**src/rtl/nibble_pack_ctrl.sv**
```systemverilog
// nibble_pack_ctrl: takes a byte stream, picks one or two nibbles from each
// byte according to mode, and packs the picked nibbles two per output byte
// (first nibble in [7:4], second in [3:0]). A partially filled byte can be
// pushed out with flush, padded with PAD. Also taps in_data[3:2] of the
// last accepted byte and counts completed output handshakes.
module nibble_pack_ctrl #(
  parameter logic [3:0] PAD   = 4'h0,
  parameter int         CNT_W = 8
) (
  input  logic             clk,
  input  logic             rst,
  input  logic [1:0]       mode,
  input  logic             in_valid,
  output logic             in_ready,
  input  logic [7:0]       in_data,
  input  logic             flush,
  output logic             out_valid,
  input  logic             out_ready,
  output logic [7:0]       out_data,
  output logic [1:0]       field_c,
  output logic [CNT_W-1:0] byte_count
);

  typedef enum logic [1:0] {
    EMPTY    = 2'd0,
    HALF     = 2'd1,
    OUT      = 2'd2,
    OUT_HALF = 2'd3
  } state_t;

  state_t     state;
  logic [3:0] hold;
  logic [3:0] n0;
  logic [3:0] n1;
  logic       two_nibbles;
  logic       accept;
  logic       out_fire;

  // Input side is open only when nothing is waiting on the output and a
  // flush is not consuming the held nibble this cycle.
  always_comb begin
    in_ready = (state == EMPTY) || ((state == HALF) && !flush);
  end

  // Decode which nibbles of the offered byte are used and in which order.
  always_comb begin
    two_nibbles = mode[1];
    n0          = in_data[3:0];
    n1          = in_data[7:4];
    case (mode)
      2'd0: begin n0 = in_data[3:0]; n1 = in_data[7:4]; end
      2'd1: begin n0 = in_data[7:4]; n1 = in_data[3:0]; end
      2'd2: begin n0 = in_data[3:0]; n1 = in_data[7:4]; end
      default: begin n0 = in_data[7:4]; n1 = in_data[3:0]; end
    endcase
    accept   = in_valid && in_ready;
    out_fire = out_valid && out_ready;
  end

  // Packing sequencer: state, held nibble, registered output byte, field
  // tap and handshake counter all advance together on the clock edge.
  always_ff @(posedge clk) begin
    if (rst) begin
      state      <= EMPTY;
      hold       <= 4'h0;
      out_data   <= 8'h00;
      out_valid  <= 1'b0;
      field_c    <= 2'b00;
      byte_count <= '0;
    end else begin
      if (accept) begin
        field_c <= in_data[3:2];
      end
      case (state)
        EMPTY: begin
          if (accept) begin
            if (two_nibbles) begin
              out_data  <= {n0, n1};
              out_valid <= 1'b1;
              state     <= OUT;
            end else begin
              hold  <= n0;
              state <= HALF;
            end
          end
        end
        HALF: begin
          if (flush) begin
            out_data  <= {hold, PAD};
            out_valid <= 1'b1;
            state     <= OUT;
          end else if (accept) begin
            out_data  <= {hold, n0};
            out_valid <= 1'b1;
            if (two_nibbles) begin
              hold  <= n1;
              state <= OUT_HALF;
            end else begin
              state <= OUT;
            end
          end
        end
        OUT: begin
          if (out_fire) begin
            out_valid  <= 1'b0;
            byte_count <= byte_count + 1'b1;
            state      <= EMPTY;
          end
        end
        default: begin
          if (out_fire) begin
            out_valid  <= 1'b0;
            byte_count <= byte_count + 1'b1;
            state      <= HALF;
          end
        end
      endcase
    end
  end

endmodule

```
**config.mk**
```make
export PLATFORM = sky130hd
export DESIGN_NAME = nibble_pack_ctrl
export DESIGN_NICKNAME = d
export VERILOG_FILES = /design/src/rtl/nibble_pack_ctrl.sv
export SDC_FILE = /design/constraint.sdc
export NUM_CORES = 1
export LEC_CHECK = 0
export ABC_AREA = 1
export ABC_CLOCK_PERIOD_IN_PS = 2300
export BUFFER_PORTS_ARGS = -buffer_cell sky130_fd_sc_hd__buf_4
export CAP_MARGIN = 15
export CORE_ASPECT_RATIO = 1.4
export CORE_UTILIZATION = 54
export CTS_CLUSTER_DIAMETER = 80
export DETAILED_ROUTE_END_ITERATION = 6
export GPL_ROUTABILITY_DRIVEN = 1
export HOLD_SLACK_MARGIN = 0.03
export PLACE_DENSITY = 0.81
export SLEW_MARGIN = 20
export SYNTH_ARGS = -nofsm -noshare
export SYNTH_HDL_FRONTEND = slang
export SYNTH_SLANG_ARGS = --single-unit
```
**constraint.sdc**
```tcl
create_clock -name clk -period 2.3 [get_ports clk]
set_clock_uncertainty 0.2 [all_clocks]
set_input_delay 0.46 -clock clk [delete_from_list [all_inputs] [get_ports clk]]
set_output_delay 0.46 -clock clk [all_outputs]
set_load 0.01 [all_outputs]
```
==> impl_results.md, run 1 <==
* Top-count cell post-synth: nand2_1
* CTS buffer count at 3
* Die Area at 2770 um^2
* Mean Syn Cell Area at 6.44 um^2
* Largest net degree at the start of global routing at 19
* Cell Pwr Density at 658 nW/um^2
* Fin nets at 263
* P_leak at 0.844 nW
* CTS sink count at 25
* Initial core utilization at 57.2%
* Leading cell types by total area after synthesis: dfxtp_1, nand2_1, nor2_1, inv_1, o21ai_0
* CTS tree: done
* Detailed-route DRC error count at 0
* Final GP Congestion at 0.796
* Post-route cell area at 1670 um^2
* Critical Path Start Type: register
* Fillers at 229
* Detailed Routing Iterations Pass 1 at 4
* Area Overhead vs Synth at 20.4%
* Final setup fails at 0
* Slew Limit Fails at 0
* Die W at 44.8 um
* Hold Fails Final Rpt at 0
* Final setup TNS at 0 ns
* Buffers on Ports at 34
* Ys async rst share at 0%
* Area leader, netlist: dfxtp_1
* Synthesized flop and latch total at 25
* Cells after Synth at 215
* Vias in the first global route at 1124
* Worst slack, placed at 0.644 ns
* Max IR drop VDD at 372 uV
* CP Capture Type: primary output
* CTS Root Buffer Type: clkbuf_4
* CP delay by family, top: flip-flops
* Wire per inst at 9.53 um
* Max-cap violations at 0
* Synth top area share at 36.2%
* Vias at 1333
* FMAX at 533 MHz
* Status: finished, final reports clean
* Synthesis warning total at 0
* Distinct cell type count after synthesis at 24
* CTS resizes at 0
* Initial antenna violation count at 0
* Slowest library cell on the worst path: dfxtp_1
* Global-route wire length before repair at 4350 um
* Post-DP HPWL at 1990 um
* Post-Syn Area at 1380 um^2
* DP Area at 1640 um^2
* Tot GR Track Use at 20.6%
* Number of vias per cell at 4.76
* Final worst path period share at 81.6%
* Post-synth top flop: dfxtp_1
* RSZ-0062 raised after global routing: false
* Crit-path max cell delay at 0.63 ns
* Clk pin slew, worst setup/hold paths at 0.15 ns
* Rel. slew slack at 67.6%
* Min cycle time layout at 1.88 ns
* Layout cells sized above 1 at 18.7%
* Worst skew pair latency at 0.31 ns
* IO Pins at 35
* Tightest Hold Check Type: input port to register
* WP data required at 1.64 ns
* Kind of critical path: register to primary output
* Seq/Total Area, Yosys at 36.2%
* Commonest cells in the netlist: nand2_1, nor2_1, inv_1
* Postcts setup bufs at 0
* Worst-path cell chain: a21oi_1 -> buf_4
* Count of flip-flops with a built-in enable after synthesis at 0
* Largest fanout on the critical path at 7
* Die extent in y at 61.9 um
* First DRT Iteration DRCs at 24
* Arr. time, crit path at 1.22 ns
* WL final at 2670 um
* Final worst setup slack at 0.424 ns
* Cts hold-fix bufs at 0
* Cell row count at 21
* CTS Buffer Depth at 2
* Syn Nets at 231
* Gr ovfl total at 0
* # diodes at 0
* H-tree levels at 1
* Bufs and invs on worst path at 1
* Slew @ Worst Pin at 0.483 ns
* Core area at 2420 um^2
* Antenna Violating Nets Remaining at 0
* Hold_ws at 0.140 ns
## flip-flops by register name, summed over array words and instances (netlist names)
name	flops
state	2
out_valid	1
hold	4
byte_count	8
out_data	8
field_c	2
## layout make-up
cell class                      instances  area, um^2  share of cell area [%]
Clock buffer                            3        22.5                    1.35
Timing Repair Buffer                   34         255                    15.3
Inverter                               33         124                    7.43
Sequential cell                        25         500                    30.0
Multi-Input combinational cell        150         717                    43.0
Tap cell                               34        42.5                    2.55
Clock inverter                          1        5.00                   0.300
## kinds of logic (layout without fill, tap and decap cells)
group,count (synthesis),in the layout,synth area share (%)
buf+inv,40,71,12.0
compound gates,34,34,13.7
simple gates,113,113,36.0
flops,25,25,36.2
fa+ha+maj,1,1,0.904
xor+xnor,2,2,1.27
## layout by cell type, fill, tap and decap left out, types with 2 or more instances in the layout
| master | netlist | final |
|---|---|---|
| clkbuf_4 | 0 | 3 |
| buf_4 | 1 | 34 |
| o21ai_0 | 19 | 19 |
| o211ai_1 | 2 | 2 |
| dfxtp_1 | 25 | 25 |
| nand3_1 | 7 | 7 |
| nor2_1 | 32 | 32 |
| nand3_2 | 2 | 2 |
| inv_1 | 31 | 31 |
| a21oi_1 | 11 | 11 |
| nand2_1 | 67 | 67 |
| nand3_4 | 2 | 2 |
## report_power, final
group          switching [W]  internal (W)  total, W
logic               0.000216      0.000152  0.000368
registers          0.0000378      0.000488  0.000526
clock network       0.000137     0.0000651  0.000202
total               0.000391      0.000705   0.00110
## worst paths after layout
path	start	endpoint	slack, ns	cells after the start
worst max register to register	state[1]	out_data[5]	0.66	6
worst max-delay path	state[1]	in_ready	0.42	2
worst min register to register	byte_count[2]	byte_count[2]	0.31	2
worst min-delay path	rst	byte_count[4]	0.14	2
## metrics by stage
step           cells  total power [W]  util (%)
6_report         280          0.00110      68.9
5_1_grt          280          0.00118      68.9
4_1_cts          280          0.00110      68.9
3_5_place_dp     276         0.000905      67.8
3_3_place_gp     276         0.000902      67.8
2_1_floorplan    215         0.000798         -
## per-layer routing
layer,wire [um],up-vias,GRT usage (%)
li1,-,723,-
met1,1220,574,22.7
met2,1330,32,39.9
met3,86,4,2.31
met4,27,0,7.79
met5,0,-,0
Note: power is estimated with default switching activity, not from simulation.
==> run 2, diff against run 1 <==
ABC_AREA = 0   (was 1)
ABC_CLOCK_PERIOD_IN_PS = 1700   (was 2300)
CORE_UTILIZATION = 46   (was 54)
PLACE_DENSITY = 0.74   (was 0.81)
clock period = 1.7 ns   (was 2.3 ns; I/O delays follow)
==> run 2 against run 1 <==
Clock power rose by 36%. Synthesized cell count fell by 28%. Global-route usage fell by 0.25 points. Die area rose by 8.7%. Sequential power rose by 23%. Largest cell class unchanged. Largest power group unchanged.
==> impl_results.md, run 2 <==
* Rel. slew slack at 74.8%
* Flop2flop setup slack at 0.01 ns
* Most common cell after layout, fill and taps aside: buf_4
* Detailed-route DRC error count at 0
* Vias at 1211
* Post-route cell area at 1640 um^2
* IO Pins at 35
* Post-synth top flop: dfxtp_1
* Most frequent cells in the layout: buf_4, nand2_1, dfxtp_1
* CTS Root Buffer Type: clkbuf_4
* Kind of critical path: register to register
* Max-cap violations at 0
* Final GP Congestion at 0.817
* Initial antenna violation count at 0
* CP Capture Type: register
* Post-Syn Area at 1280 um^2
* Detailed Routing Iterations Pass 1 at 4
* Combinational power share at 24.7%
* Switching pwr at 0.000364 W
* Hold_ws at 0.0758 ns
* Largest fanout on the critical path at 8
* Cell Pwr Density at 746 nW/um^2
* CTS buffer count at 3
* Core area at 2640 um^2
* Die W at 46.7 um
* Distinct cell type count after synthesis at 38
* Final setup fails at 0
* Slew Limit Fails at 0
* CTS tree: done
* Final worst setup slack at 0.0113 ns
* # diodes at 0
* Worst skew pair latency at 0.32 ns
* Status: finished, final reports clean
* Commonest cells in the netlist: nand2_1, dfxtp_1, nor2_1
* Slew @ Worst Pin at 0.377 ns
* Final setup TNS at 0 ns
* CTS sink count at 25
* Max IR drop VDD at 405 uV
* Tot GR Track Use at 20.4%
* Register share of total power at 52.8%
* Post-DP HPWL at 2110 um
* Tightest Hold Check Type: input port to register
* Mean Syn Cell Area at 8.34 um^2
* Area leader, netlist: dfxtp_1
* Area Overhead vs Synth at 27.8%
* Hold Fails Final Rpt at 0
* FMAX at 592 MHz
* Top-count cell post-synth: nand2_1
* Layout cells sized above 1 at 29.6%
* Critical Path Start Type: register
* P_leak at 0.706 nW
* Int Pwr at 0.000860 W
* Synth top area share at 38.9%
* Clk pwr share at 22.5%
* Seq/Total Area, Yosys at 38.9%
* Synthesis warning total at 0
* DP Area at 1560 um^2
* Initial core utilization at 48.6%
* Final worst path period share at 99.3%
* Largest net degree at the start of global routing at 26
* Antenna Violating Nets Remaining at 0
* Wire per inst at 13.0 um
* Global-route wire length before repair at 4550 um
* Die extent in y at 64.5 um
* Sw Ratio at 29.7%
* Leading cell types by total area after synthesis: dfxtp_1, nand2_1, mux2i_1, nor2_1, a21oi_1
* WP data required at 1.73 ns
* Clk pin slew, worst setup/hold paths at 0.14 ns
* Launch point of the worst path: state[0]
* Count of flip-flops with a built-in enable after synthesis at 0
* First DRT Iteration DRCs at 32
* Die Area at 3010 um^2
* Number of vias per cell at 5.38
* Buffers on Ports at 34
* Synthesized flop and latch total at 25
* Gr ovfl total at 0
* Vias in the first global route at 1037
* Cells after Synth at 154
* Hold Startpoint: in_data[2]
* Ys async rst share at 0%
* Syn Nets at 170
* CTS Buffer Depth at 2
* WL final at 2930 um
* Cell row count at 22
* Top flop regs: byte_count: 8 flops, out_data: 8 flops, hold: 4 flops
* Arr. time, crit path at 1.72 ns
* H-tree levels at 1
* Fin nets at 206
* Worst slack, placed at 0.0925 ns
* Worst r2r src: state[0]
* Min cycle time layout at 1.69 ns
run 2: cell count changes after synthesis, moves of 3 or more:
cell      before  now
o21ai_0       19    2
nor2_1        32   17
buf_2          4    1
nand3_1        7    2
nand2_1       67   27
inv_1         31    4
o22ai_1        0    4
mux2i_1        0    9
nor3_1         0    4
xnor2_1        1    4
a311oi_1       0    4
run 2: final cells by class:
type | instances | area (um^2)
sequential | 25 | 505
tap | 36 | 45.0
fill | 234 | 1000
timing repair buffer | 40 | 304
clock buffer | 4 | 26.3
multi-input combinational | 116 | 746
inverter | 4 | 15.0
run 2: power groups by stage:
stage	clock network, W	registers (W)	logic [W]
finish	0.000275	0.000646	0.000302
global route	0.000313	0.000651	0.000331
CTS	0.000276	0.000646	0.000280
detailed placement	0	0.000659	0.000278
global placement	0	0.000656	0.000273
floorplan	0	0.000663	0.000171
run 2: path summary, 6_finish.rpt:
kind / end / depth (start not counted)
max: hold[0] / 5
min: field_c[0] / 3
max reg2reg: hold[0] / 5
min reg2reg: out_data[5] / 2
run 2: through the flow:
stage | cells | util (%) | power, W
after floorplan | 154 | - | 0.000834
after global placement | 219 | 58.9 | 0.000929
after detailed placement | 219 | 58.9 | 0.000936
after CTS | 223 | 59.9 | 0.00120
after global routing | 225 | 62.1 | 0.00130
final | 225 | 62.1 | 0.00122
run 2: worst max-delay path, cell delays in order, from the launching register on:
cell      delay (ns)
dfxtp_2         0.38
buf_4           0.17
or2_4           0.26
a21oi_4         0.24
nor2_1          0.08
a311oi_1        0.28
run 2: metal layers:
| layer | part of all wire (%) | wire, um | up-vias | track usage (%) |
|---|---|---|---|---|
| met5 | 0 | 0 | - | 0 |
| met4 | 1.9 | 55 | 0 | 9.64 |
| met3 | 4.2 | 124 | 6 | 2.79 |
| met2 | 52 | 1530 | 42 | 35.1 |
| met1 | 42 | 1220 | 550 | 23.5 |
| li1 | - | - | 613 | - |
run 2: logic make-up (layout without fill, tap and decap cells):
family                   after synthesis  after routing  share of synthesized area (%)
AO/OA/AOI/OAI                         34             34                           17.8
buffers and inverters                 13             48                           5.74
flip-flops                            25             25                           38.9
multiplexers                          10             10                           7.89
XOR/XNOR                               8              8                           6.04
AND/OR/NAND/NOR                       63             63                           22.6
adder cells (fa/ha/maj)                1              1                          0.974
run 2: repair_timing:
action / in CTS / in global routing
setup buffers: 0 / 2
pin swaps: 0 / 3
setup endpoints to repair: 1 / 6
hold buffers: 0 / 0
resized for setup: 1 / 9
==> run 3, diff against run 2 <==
==> constraint.sdc (replaced) <==
create_clock -name clk -period 1.7 [get_ports clk]
set_clock_uncertainty 0.2 [all_clocks]
set_input_delay 0.085 -clock clk [delete_from_list [all_inputs] [get_ports clk]]
set_output_delay 0.085 -clock clk [all_outputs]
set_load 0.01 [all_outputs]
==> run 3 against run 2 <==
Core utilization up 3.6 points. Clock-buffer cell count decreased by 1. Maximum frequency rose by 4.7%. Sequential share of layout area decreased by 1.9 points. Non-clock buffer count is 11 higher. Power decreased by 0.54%. Global-route usage rose by 1.6 points. Register-to-register slack better by 0.08 ns. Critical path depth unchanged.
==> impl_results.md, run 3 (synthesized netlist as in run 2, its figures left out) <==
* Status: finished, final reports clean
* Die extent in y at 64.5 um
* Die W at 46.7 um
* Arr. time, crit path at 1.64 ns
* Max IR drop VDD at 450 uV
* Crit-path max cell delay at 0.36 ns
* Worst skew pair latency at 0.31 ns
* Largest fanout on the critical path at 8
* Initial core utilization at 48.6%
* Detailed-route DRC error count at 0
* Rel. slew slack at 77.9%
* Tot GR Track Use at 22.0%
* Final setup fails at 0
* FMAX at 620 MHz
* Sequential Area at 503 um^2
* Critical Path Start Type: register
* Most common cell after layout, fill and taps aside: buf_4
* IO Pins at 35
* Wire per inst at 12.7 um
* Largest net degree at the start of global routing at 26
* Global-route wire length before repair at 5000 um
* RSZ-0062 raised after global routing: false
* P_leak at 0.747 nW
* Number of vias per cell at 5.30
* WL final at 2990 um
* Die Area at 3010 um^2
* Slowest library cell on the worst path: dfxtp_2
* CTS sink count at 25
* Tightest Hold Check Type: input port to register
* Hold Fails Final Rpt at 0
* Core area at 2640 um^2
* Area Overhead vs Synth at 35.2%
* Antenna Violating Nets Remaining at 0
* Flop2flop setup slack at 0.09 ns
* CTS tree: done
* Most frequent cells in the layout: buf_4, nand2_1, dfxtp_1
* CTS Buffer Depth at 2
* Final GP Congestion at 0.833
* CP Capture Type: register
* Worst Setup EP: hold[1]
* Final worst path period share at 94.8%
* CTS Root Buffer Type: clkbuf_4
* Slew @ Worst Pin at 0.323 ns
* Layout cells sized above 1 at 27.0%
* Max-cap violations at 0
* Cell Pwr Density at 701 nW/um^2
* Launch point of the worst path: state[0]
* RR Endpoint: hold[1]
* Worst r2r src: state[0]
* Detailed Routing Iterations Pass 1 at 4
* First DRT Iteration DRCs at 31
* Final setup TNS at 0 ns
* Top flop regs: byte_count: 8 flops, out_data: 8 flops, hold: 4 flops
* Buffers on Ports at 34
* Gr ovfl total at 0
* WP data required at 1.73 ns
* Postcts setup bufs at 0
* Vias in the first global route at 1225
* Post-DP HPWL at 2140 um
* Worst-path cell chain: buf_4 -> or2_4 -> a21oi_4 -> nor2_1 -> a311oi_1
* Area of the multi-input gates at 732 um^2
* Slew Limit Fails at 0
* Fin nets at 217
* Vias at 1251
* Fillers at 243
* R2r worst-path depth at 5
* Hold_ws at 0.0962 ns
* H-tree levels at 1
* CTS buffer count at 3
* Cell row count at 22
* # diodes at 0
* Min cycle time layout at 1.61 ns
* Clk pin slew, worst setup/hold paths at 0.13 ns
* Kind of critical path: register to register
* Initial antenna violation count at 0
## run 3: metal layers
layer	global-route usage [%]	wire (um)
met3	1.67	86
met2	41.0	1570
met5	0	0
met1	24.2	1290
met4	8.21	38
## run 3: metrics by stage
stage / area [um^2] / instances / worst slack, ns / total power [W] / util [%]
after floorplan: 1280 / 154 / 0.168 / 0.000834 / -
after global placement: 1560 / 219 / 0.142 / 0.000928 / 58.9
after detailed placement: 1560 / 219 / 0.0896 / 0.000938 / 58.9
after CTS: 1710 / 236 / 0.0605 / 0.00122 / 64.9
after global routing: 1740 / 236 / 0.0125 / 0.00129 / 65.8
final: 1740 / 236 / 0.0876 / 0.00122 / 65.8
## run 3: cell type report
type | count | share of cell area (%)
Multi-Input combinational cell | 116 | 42.1
Sequential cell | 25 | 28.9
Tap cell | 36 | 2.59
Clock buffer | 3 | 1.30
Inverter | 4 | 0.864
Timing Repair Buffer | 51 | 23.9
Clock inverter | 1 | 0.288
## run 3: worst min-delay path by stage
stage               startpoint         end  cells past startpoint  slack, ns
floorplan           in_data[2]  field_c[0]                      2       0.03
global placement    in_data[3]  field_c[1]                      3       0.15
detailed placement  in_data[2]  field_c[0]                      3       0.16
CTS                    mode[0]     hold[2]                      4       0.09
global route           mode[0]     hold[0]                      4       0.11
finish                 mode[0]     hold[2]                      4        0.1
## run 3: worst max-delay path: cells and delay by family, from the launching register on
family                 cells  cell delay (ns)
flip-flops                 1             0.36
AND/OR/NAND/NOR            2             0.33
AO/OA/AOI/OAI              2             0.47
buffers and inverters      1             0.16
## run 3: power by group
part / leakage, nW / switching [W] / internal [W]
registers: 0.205 / 0.0000237 / 0.000622
clock network: 0.0177 / 0.000170 / 0.0000878
logic: 0.525 / 0.000156 / 0.000158
total: 0.747 / 0.000350 / 0.000867
## run 3: timing repair
item,in CTS,in global routing
gates resized for setup,0,6
hold endpoints to repair,25,0
endpoints found under the setup margin,0,8
hold buffers,13,0
